## src/rtl/mem_arb_pkg.sv

```systemverilog
// mem_arb_pkg
//  Shared definitions for the unified instruction/data memory port arbiter.
//  - arb_state_t : arbiter FSM state (IDLE may grant, RD_WAIT holds a read open)
//  - OWN_CPU/LDR : encoding of the master that owns the outstanding read
//  - BE_W        : byte-enable width for the default 32-bit data path
//  - be_width()  : byte-enable width for an arbitrary data width
package mem_arb_pkg;

  typedef enum logic {
    ST_IDLE    = 1'b0,
    ST_RD_WAIT = 1'b1
  } arb_state_t;

  localparam logic OWN_CPU = 1'b0;
  localparam logic OWN_LDR = 1'b1;

  localparam int unsigned DATA_W_DEF = 32;
  localparam int unsigned BE_W       = DATA_W_DEF / 8;

  function automatic int unsigned be_width(input int unsigned data_w);
    return data_w / 8;
  endfunction

endpackage

```

## src/rtl/mem_port_arbiter.sv

```systemverilog
// mem_port_arbiter
//  Shares one single-port memory between the CPU datapath (m0) and the
//  program-loader/debug master (m1). The CPU has fixed priority; a fairness
//  counter forces a loader grant after MAX_BURST consecutive CPU grants while
//  the loader waits. Reads hold the port for 1+RD_LAT cycles and the returned
//  data is steered to the master that issued the read.
//
//  Parameters
//   ADDR_W     byte address width
//   DATA_W     data width (byte enables are DATA_W/8 wide)
//   RD_LAT     memory read latency in cycles, 1..4
//   MAX_BURST  max consecutive m0 grants while m1 waits, 1..15
//
//  Ports
//   clk, rst                  rising-edge clock, async active-high reset
//   mX_req/we/addr/wdata/be   master X request, held stable until mX_gnt
//   mX_gnt                    one-cycle pulse, request accepted this cycle
//   mX_rvalid, mX_rdata       one-cycle read return; rdata is 0 otherwise
//   mem_en/we/addr/wdata/be   memory access strobe and command
//   mem_rdata                 memory read data, valid RD_LAT cycles after mem_en
//   busy                      a read is outstanding
module mem_port_arbiter
  import mem_arb_pkg::*;
#(
  parameter int ADDR_W    = 32,
  parameter int DATA_W    = 32,
  parameter int RD_LAT    = 1,
  parameter int MAX_BURST = 8
) (
  input  logic                  clk,
  input  logic                  rst,

  input  logic                  m0_req,
  input  logic                  m0_we,
  input  logic [ADDR_W-1:0]     m0_addr,
  input  logic [DATA_W-1:0]     m0_wdata,
  input  logic [DATA_W/8-1:0]   m0_be,
  output logic                  m0_gnt,
  output logic                  m0_rvalid,
  output logic [DATA_W-1:0]     m0_rdata,

  input  logic                  m1_req,
  input  logic                  m1_we,
  input  logic [ADDR_W-1:0]     m1_addr,
  input  logic [DATA_W-1:0]     m1_wdata,
  input  logic [DATA_W/8-1:0]   m1_be,
  output logic                  m1_gnt,
  output logic                  m1_rvalid,
  output logic [DATA_W-1:0]     m1_rdata,

  output logic                  mem_en,
  output logic                  mem_we,
  output logic [ADDR_W-1:0]     mem_addr,
  output logic [DATA_W-1:0]     mem_wdata,
  output logic [DATA_W/8-1:0]   mem_be,
  input  logic [DATA_W-1:0]     mem_rdata,

  output logic                  busy
);

  // Parameter legality is checked at elaboration.
  if (RD_LAT < 1 || RD_LAT > 4) begin : g_bad_rd_lat
    $error("mem_port_arbiter: RD_LAT must be in 1..4");
  end
  if (MAX_BURST < 1 || MAX_BURST > 15) begin : g_bad_max_burst
    $error("mem_port_arbiter: MAX_BURST must be in 1..15");
  end
  if (DATA_W % 8 != 0) begin : g_bad_data_w
    $error("mem_port_arbiter: DATA_W must be a multiple of 8");
  end

  localparam logic [2:0] LAT_INIT  = 3'(RD_LAT);
  localparam logic [3:0] FAIR_MAX  = 4'(MAX_BURST);

  arb_state_t state, state_d;
  logic       owner, owner_d;
  logic [2:0] lat_cnt, lat_cnt_d;
  logic [3:0] fair_cnt, fair_cnt_d;

  logic       win_ldr;
  logic       sel_we;

  always_ff @(posedge clk or posedge rst) begin
    if (rst) begin
      state    <= ST_IDLE;
      owner    <= OWN_CPU;
      lat_cnt  <= '0;
      fair_cnt <= '0;
    end else begin
      state    <= state_d;
      owner    <= owner_d;
      lat_cnt  <= lat_cnt_d;
      fair_cnt <= fair_cnt_d;
    end
  end

  // The loader wins only when the CPU is idle or has used up its burst.
  assign win_ldr = m1_req && (!m0_req || (fair_cnt == FAIR_MAX));
  assign sel_we  = win_ldr ? m1_we : m0_we;

  always_comb begin
    state_d    = state;
    owner_d    = owner;
    lat_cnt_d  = lat_cnt;
    fair_cnt_d = fair_cnt;

    m0_gnt     = 1'b0;
    m1_gnt     = 1'b0;
    m0_rvalid  = 1'b0;
    m1_rvalid  = 1'b0;
    m0_rdata   = '0;
    m1_rdata   = '0;
    mem_en     = 1'b0;
    mem_we     = 1'b0;
    mem_addr   = '0;
    mem_wdata  = '0;
    mem_be     = '0;
    busy       = 1'b0;

    // Outputs are combinational on the requests, so they are forced quiet
    // while reset is held rather than relying on the flops alone.
    if (!rst) begin
      unique case (state)
        ST_IDLE: begin
          if (m0_req || m1_req) begin
            mem_en = 1'b1;
            mem_we = sel_we;
            if (win_ldr) begin
              m1_gnt    = 1'b1;
              mem_addr  = m1_addr;
              mem_wdata = m1_wdata;
              mem_be    = m1_be;
            end else begin
              m0_gnt    = 1'b1;
              mem_addr  = m0_addr;
              mem_wdata = m0_wdata;
              mem_be    = m0_be;
            end
            if (!sel_we) begin
              owner_d   = win_ldr ? OWN_LDR : OWN_CPU;
              lat_cnt_d = LAT_INIT;
              state_d   = ST_RD_WAIT;
            end
          end
        end

        ST_RD_WAIT: begin
          busy      = 1'b1;
          lat_cnt_d = lat_cnt - 3'd1;
          if (lat_cnt == 3'd1) begin
            if (owner == OWN_LDR) begin
              m1_rvalid = 1'b1;
              m1_rdata  = mem_rdata;
            end else begin
              m0_rvalid = 1'b1;
              m0_rdata  = mem_rdata;
            end
            state_d = ST_IDLE;
          end
        end

        default: state_d = ST_IDLE;
      endcase

      if (!m1_req || m1_gnt) begin
        fair_cnt_d = '0;
      end else if (m0_gnt && (fair_cnt != FAIR_MAX)) begin
        fair_cnt_d = fair_cnt + 4'd1;
      end
    end
  end

endmodule
```

## config.mk

```make
export PLATFORM = sky130hd
export DESIGN_NAME = mem_port_arbiter
export DESIGN_NICKNAME = d
export VERILOG_FILES = /design/src/rtl/mem_arb_pkg.sv /design/src/rtl/mem_port_arbiter.sv
export SDC_FILE = /design/constraint.sdc
export NUM_CORES = 1
export LEC_CHECK = 0
export CAP_MARGIN = 10
export CORE_AREA = 2 2 121 123
export CTS_CLUSTER_DIAMETER = 40
export CTS_CLUSTER_SIZE = 10
export DETAILED_ROUTE_END_ITERATION = 10
export DIE_AREA = 0 0 123 125
export SLEW_MARGIN = 30
export SYNTH_ARGS = -nofsm -noshare
export SYNTH_HDL_FRONTEND = slang
export SYNTH_SLANG_ARGS = --single-unit
```

## constraint.sdc

```tcl
create_clock -name clk -period 2.6 [get_ports clk]
set_input_delay 0.39 -clock clk [delete_from_list [all_inputs] [get_ports clk]]
set_output_delay 0.39 -clock clk [all_outputs]
set_load 0.005 [all_outputs]
```

==> metrics.csv <==
stage;metric;value;unit
power;Peak VDD IR;0.000189;V
status;status;finished clean;
grt;largest net degree at the start of global routing;38;
hold_path;worst min-delay path category;register to register;
synth;Most used DFF post-synth;dfrtp_1;
worst_setup_path;RR Startpoint;fair_cnt[1];
drt;drt first pass iters;5;
clocking;Skew-Pair Late Insertion Delay;0.24;ns
worst_setup_path;critical path arrival;2.16;ns
clocking;CTS Buffer Depth;2;
worst_setup_path;critical path type;input pin to output pin;
power;Switch Pwr;669;uW
timing;final hold slack;0.494;ns
clocking;clk sink count;9;
place;Placer Congestion;0.833;
clocking;Clock transition at path regs;0.04;ns
timing;Final setup viols;0;
worst_setup_path;Top Family by Delay on Critical Path;buffers and inverters;
worst_setup_path;worst reg2reg path endpoint;fair_cnt[0];
layout;fill count;1379;
floorplan;Core Area;14200;um^2
hold_path;hold path cells;2;
layout;diode count;0;
drt;Post-Route WL;13.6;mm
layout;share of cells above drive strength 1;0.129;
timing;Clock Skew;0.000309;ns
worst_setup_path;CP Max Fanout;17;
clocking;clk root buf;clkbuf_16;
synth;ys async rst share;1.00;
grt;first-pass GRT wire length;18.7;mm
floorplan;Die ar.;15400;um^2
synth;Post-Syn Area;2020;um^2
worst_setup_path;Levels on crit path;7;
timing;fin crit period;2.55;ns
synth;sequential area share after synthesis;0.112;
worst_setup_path;Buf/Inv on CP;4;
power;combinational share of power;0.727;
worst_setup_path;CP startpoint kind;input pin;
synth;most frequent cell after synthesis;nand2_1;
grt;gr usage total;0.150;
worst_setup_path;most used cell along the critical path;clkdlybuf4s50_1;
timing;max-slew violations;0;
drt;Iteration-0 DRC Markers;123;
worst_setup_path;CP Cell Sequence;clkdlybuf4s50_1 -> nand2b_4 -> inv_1 -> and4_4 -> buf_12 -> and2_1 -> clkdlybuf4s50_1;
worst_setup_path;Worst Reg2Reg Path Length in Cells;17;
synth;cells taking the most area after synthesis;nand2_1, and2_1, a21oi_1;
worst_setup_path;max incr delay on CP;0.51;ns
synth;top post-synthesis cells by count;nand2_1, a21oi_1, and2_1, clkbuf_1;
clocking;TritonCTS Buffers;3;
synth;Mapped Nets;549;
grt;initial antenna violation count;0;
synth;Synth warnings;0;
power;Net Sw Frac;0.359;
power;Clock power frac;0.148;
timing;Hold Fails Final Rpt;0;
grt;vias in the first global route;3725;
power;P_int;1.19;mW
layout;Final nets;883;
synth;Synth Instances;371;
drt;Residual DRC;0;
place;hpwl dp;9.48;mm
drt;DR vias/cell;4.40;
timing;Max-slew headroom;0.714;
floorplan;chip width;123;um
timing;Setup TNS;0;ns
floorplan;io pins;313;
place;# port buffers;312;
floorplan;row count;44;
synth;area leader, netlist;nand2_1;
clocking;CTS HTree Levels;1;
timing;period utilization;0.982;
timing;worst slew pin tran;0.429;ns
synth;unique cell type count in the Yosys netlist;35;
grt;grt ovf;0;
layout;utilization after layout;0.430;
drt;wire per inst;15.3;um
job;max_cap viols;0;
timing;fmax;392;MHz
synth;mean area per synthesized cell;5.44;um^2
hold_path;Worst Hold Endpoint;lat_cnt[1];
clocking;CTS tree;built;
worst_setup_path;Slowest cell on crit path;clkdlybuf4s50_1;
drt;Antenna Nets Post-Route;0;
floorplan;Initial Utilization;0.142;
synth;top cell type's share of synthesized area;0.270;
clocking;CTS Hold Bufs;0;
worst_setup_path;crit end category;output pin;
floorplan;DIE HEIGHT;125;um
power;Seq pwr share;0.125;
hold_path;min-delay src;lat_cnt[1];
drt;vias;3905;
worst_setup_path;Worst EP required;2.21;ns
layout;Layout area overhead;203;%
synth;Post-synth EDFFs;0;
power;pwr/cell area;305;nW/um^2
synth;synthesis-stage register bit count;9;
worst_setup_path;flop2flop setup slack;0.07;ns
power;Lkg Pwr;3.44;nW
how the worst max path moves through the flow:
stage	start	to	slack [ns]
3_3_place_gp	m1_req	mem_wdata[18]	-0.32
5_1_grt	fair_cnt[1]	mem_addr[17]	-0.02
6_report	rst	m1_rdata[9]	0.05
4_1_cts	fair_cnt[0]	mem_addr[15]	-0.10
3_5_place_dp	m1_req	mem_wdata[18]	-0.33
2_1_floorplan	fair_cnt[0]	mem_be[0]	0.73
cell families (layout without fill, tap and decap cells):
logic type | Yosys count | count (layout) | share of synthesized area
simple gates | 226 | 226 | 0.524
compound gates | 90 | 90 | 0.249
buf+inv | 41 | 374 | 0.0862
flops | 9 | 9 | 0.112
fa+ha+maj | 4 | 4 | 0.0248
mux | 1 | 1 | 0.00496
repair_timing:
| action | in CTS | in global routing |
|---|---|---|
| gates cloned | 5 | 3 |
| resized for setup | 38 | 116 |
| setup endpoints to repair | 85 | 87 |
| buffers inserted | 19 | 3 |
| pin swaps | 1 | 4 |
metrics by stage:
step / area, um^2 / setup slack [ns] / power [mW] / cells
after CTS: 5890 / -0.104 / 1.86 / 883
after detailed placement: 5500 / -0.333 / 1.54 / 855
after global placement: 5500 / -0.320 / 1.53 / 855
after global routing: 6110 / -0.0162 / 2.00 / 888
after floorplan: 2020 / 0.728 / 0.681 / 371
final: 6110 / 0.0479 / 1.86 / 888
power groups by stage:
stage	Combinational, mW	Clock [mW]	Sequential [mW]
floorplan	0.458	0	0.223
global placement	1.30	0	0.230
detailed placement	1.31	0	0.231
CTS	1.35	0.280	0.233
global route	1.47	0.290	0.240
finish	1.35	0.275	0.233
registers in the layout, indices dropped and copies added, names as in the netlist:
name and flops:
fair_cnt 4, lat_cnt 3, owner 1, state 1
cell type report:
class,count,area [um^2],area share
repair buffers,360,3820,0.626
clock buffers,4,78.8,0.0129
multi-input cells,321,1710,0.281
inverters,10,37.5,0.00615
flip-flops and latches,9,225,0.0369
well taps,184,230,0.0377
worst min-delay path: cells and delay by family (launching register included):
kind           cells  cell delay (ns)
flip-flops         1             0.33
AO/OA/AOI/OAI      2             0.12
per-layer routing:
metal	GRT usage	wire, um	up-vias
li1	-	-	1865
met1	0.146	4750	1788
met2	0.311	7370	236
met3	0.0342	1300	16
met4	0.0307	209	0
met5	0	0	-
placed cells by master, fill, tap and decap left out, types with 8 or more instances in the layout:
master | Yosys | routed
and2_1 | 64 | 61
buf_4 | 2 | 28
dfrtp_1 | 9 | 9
dlymetal6s2s_1 | 0 | 54
clkbuf_2 | 0 | 18
a21oi_1 | 72 | 67
buf_12 | 0 | 9
clkdlybuf4s50_1 | 0 | 227
nand2_1 | 145 | 145
dlygate4sd2_1 | 0 | 8
inv_1 | 10 | 8
Power figures use the tool's default switching activity.
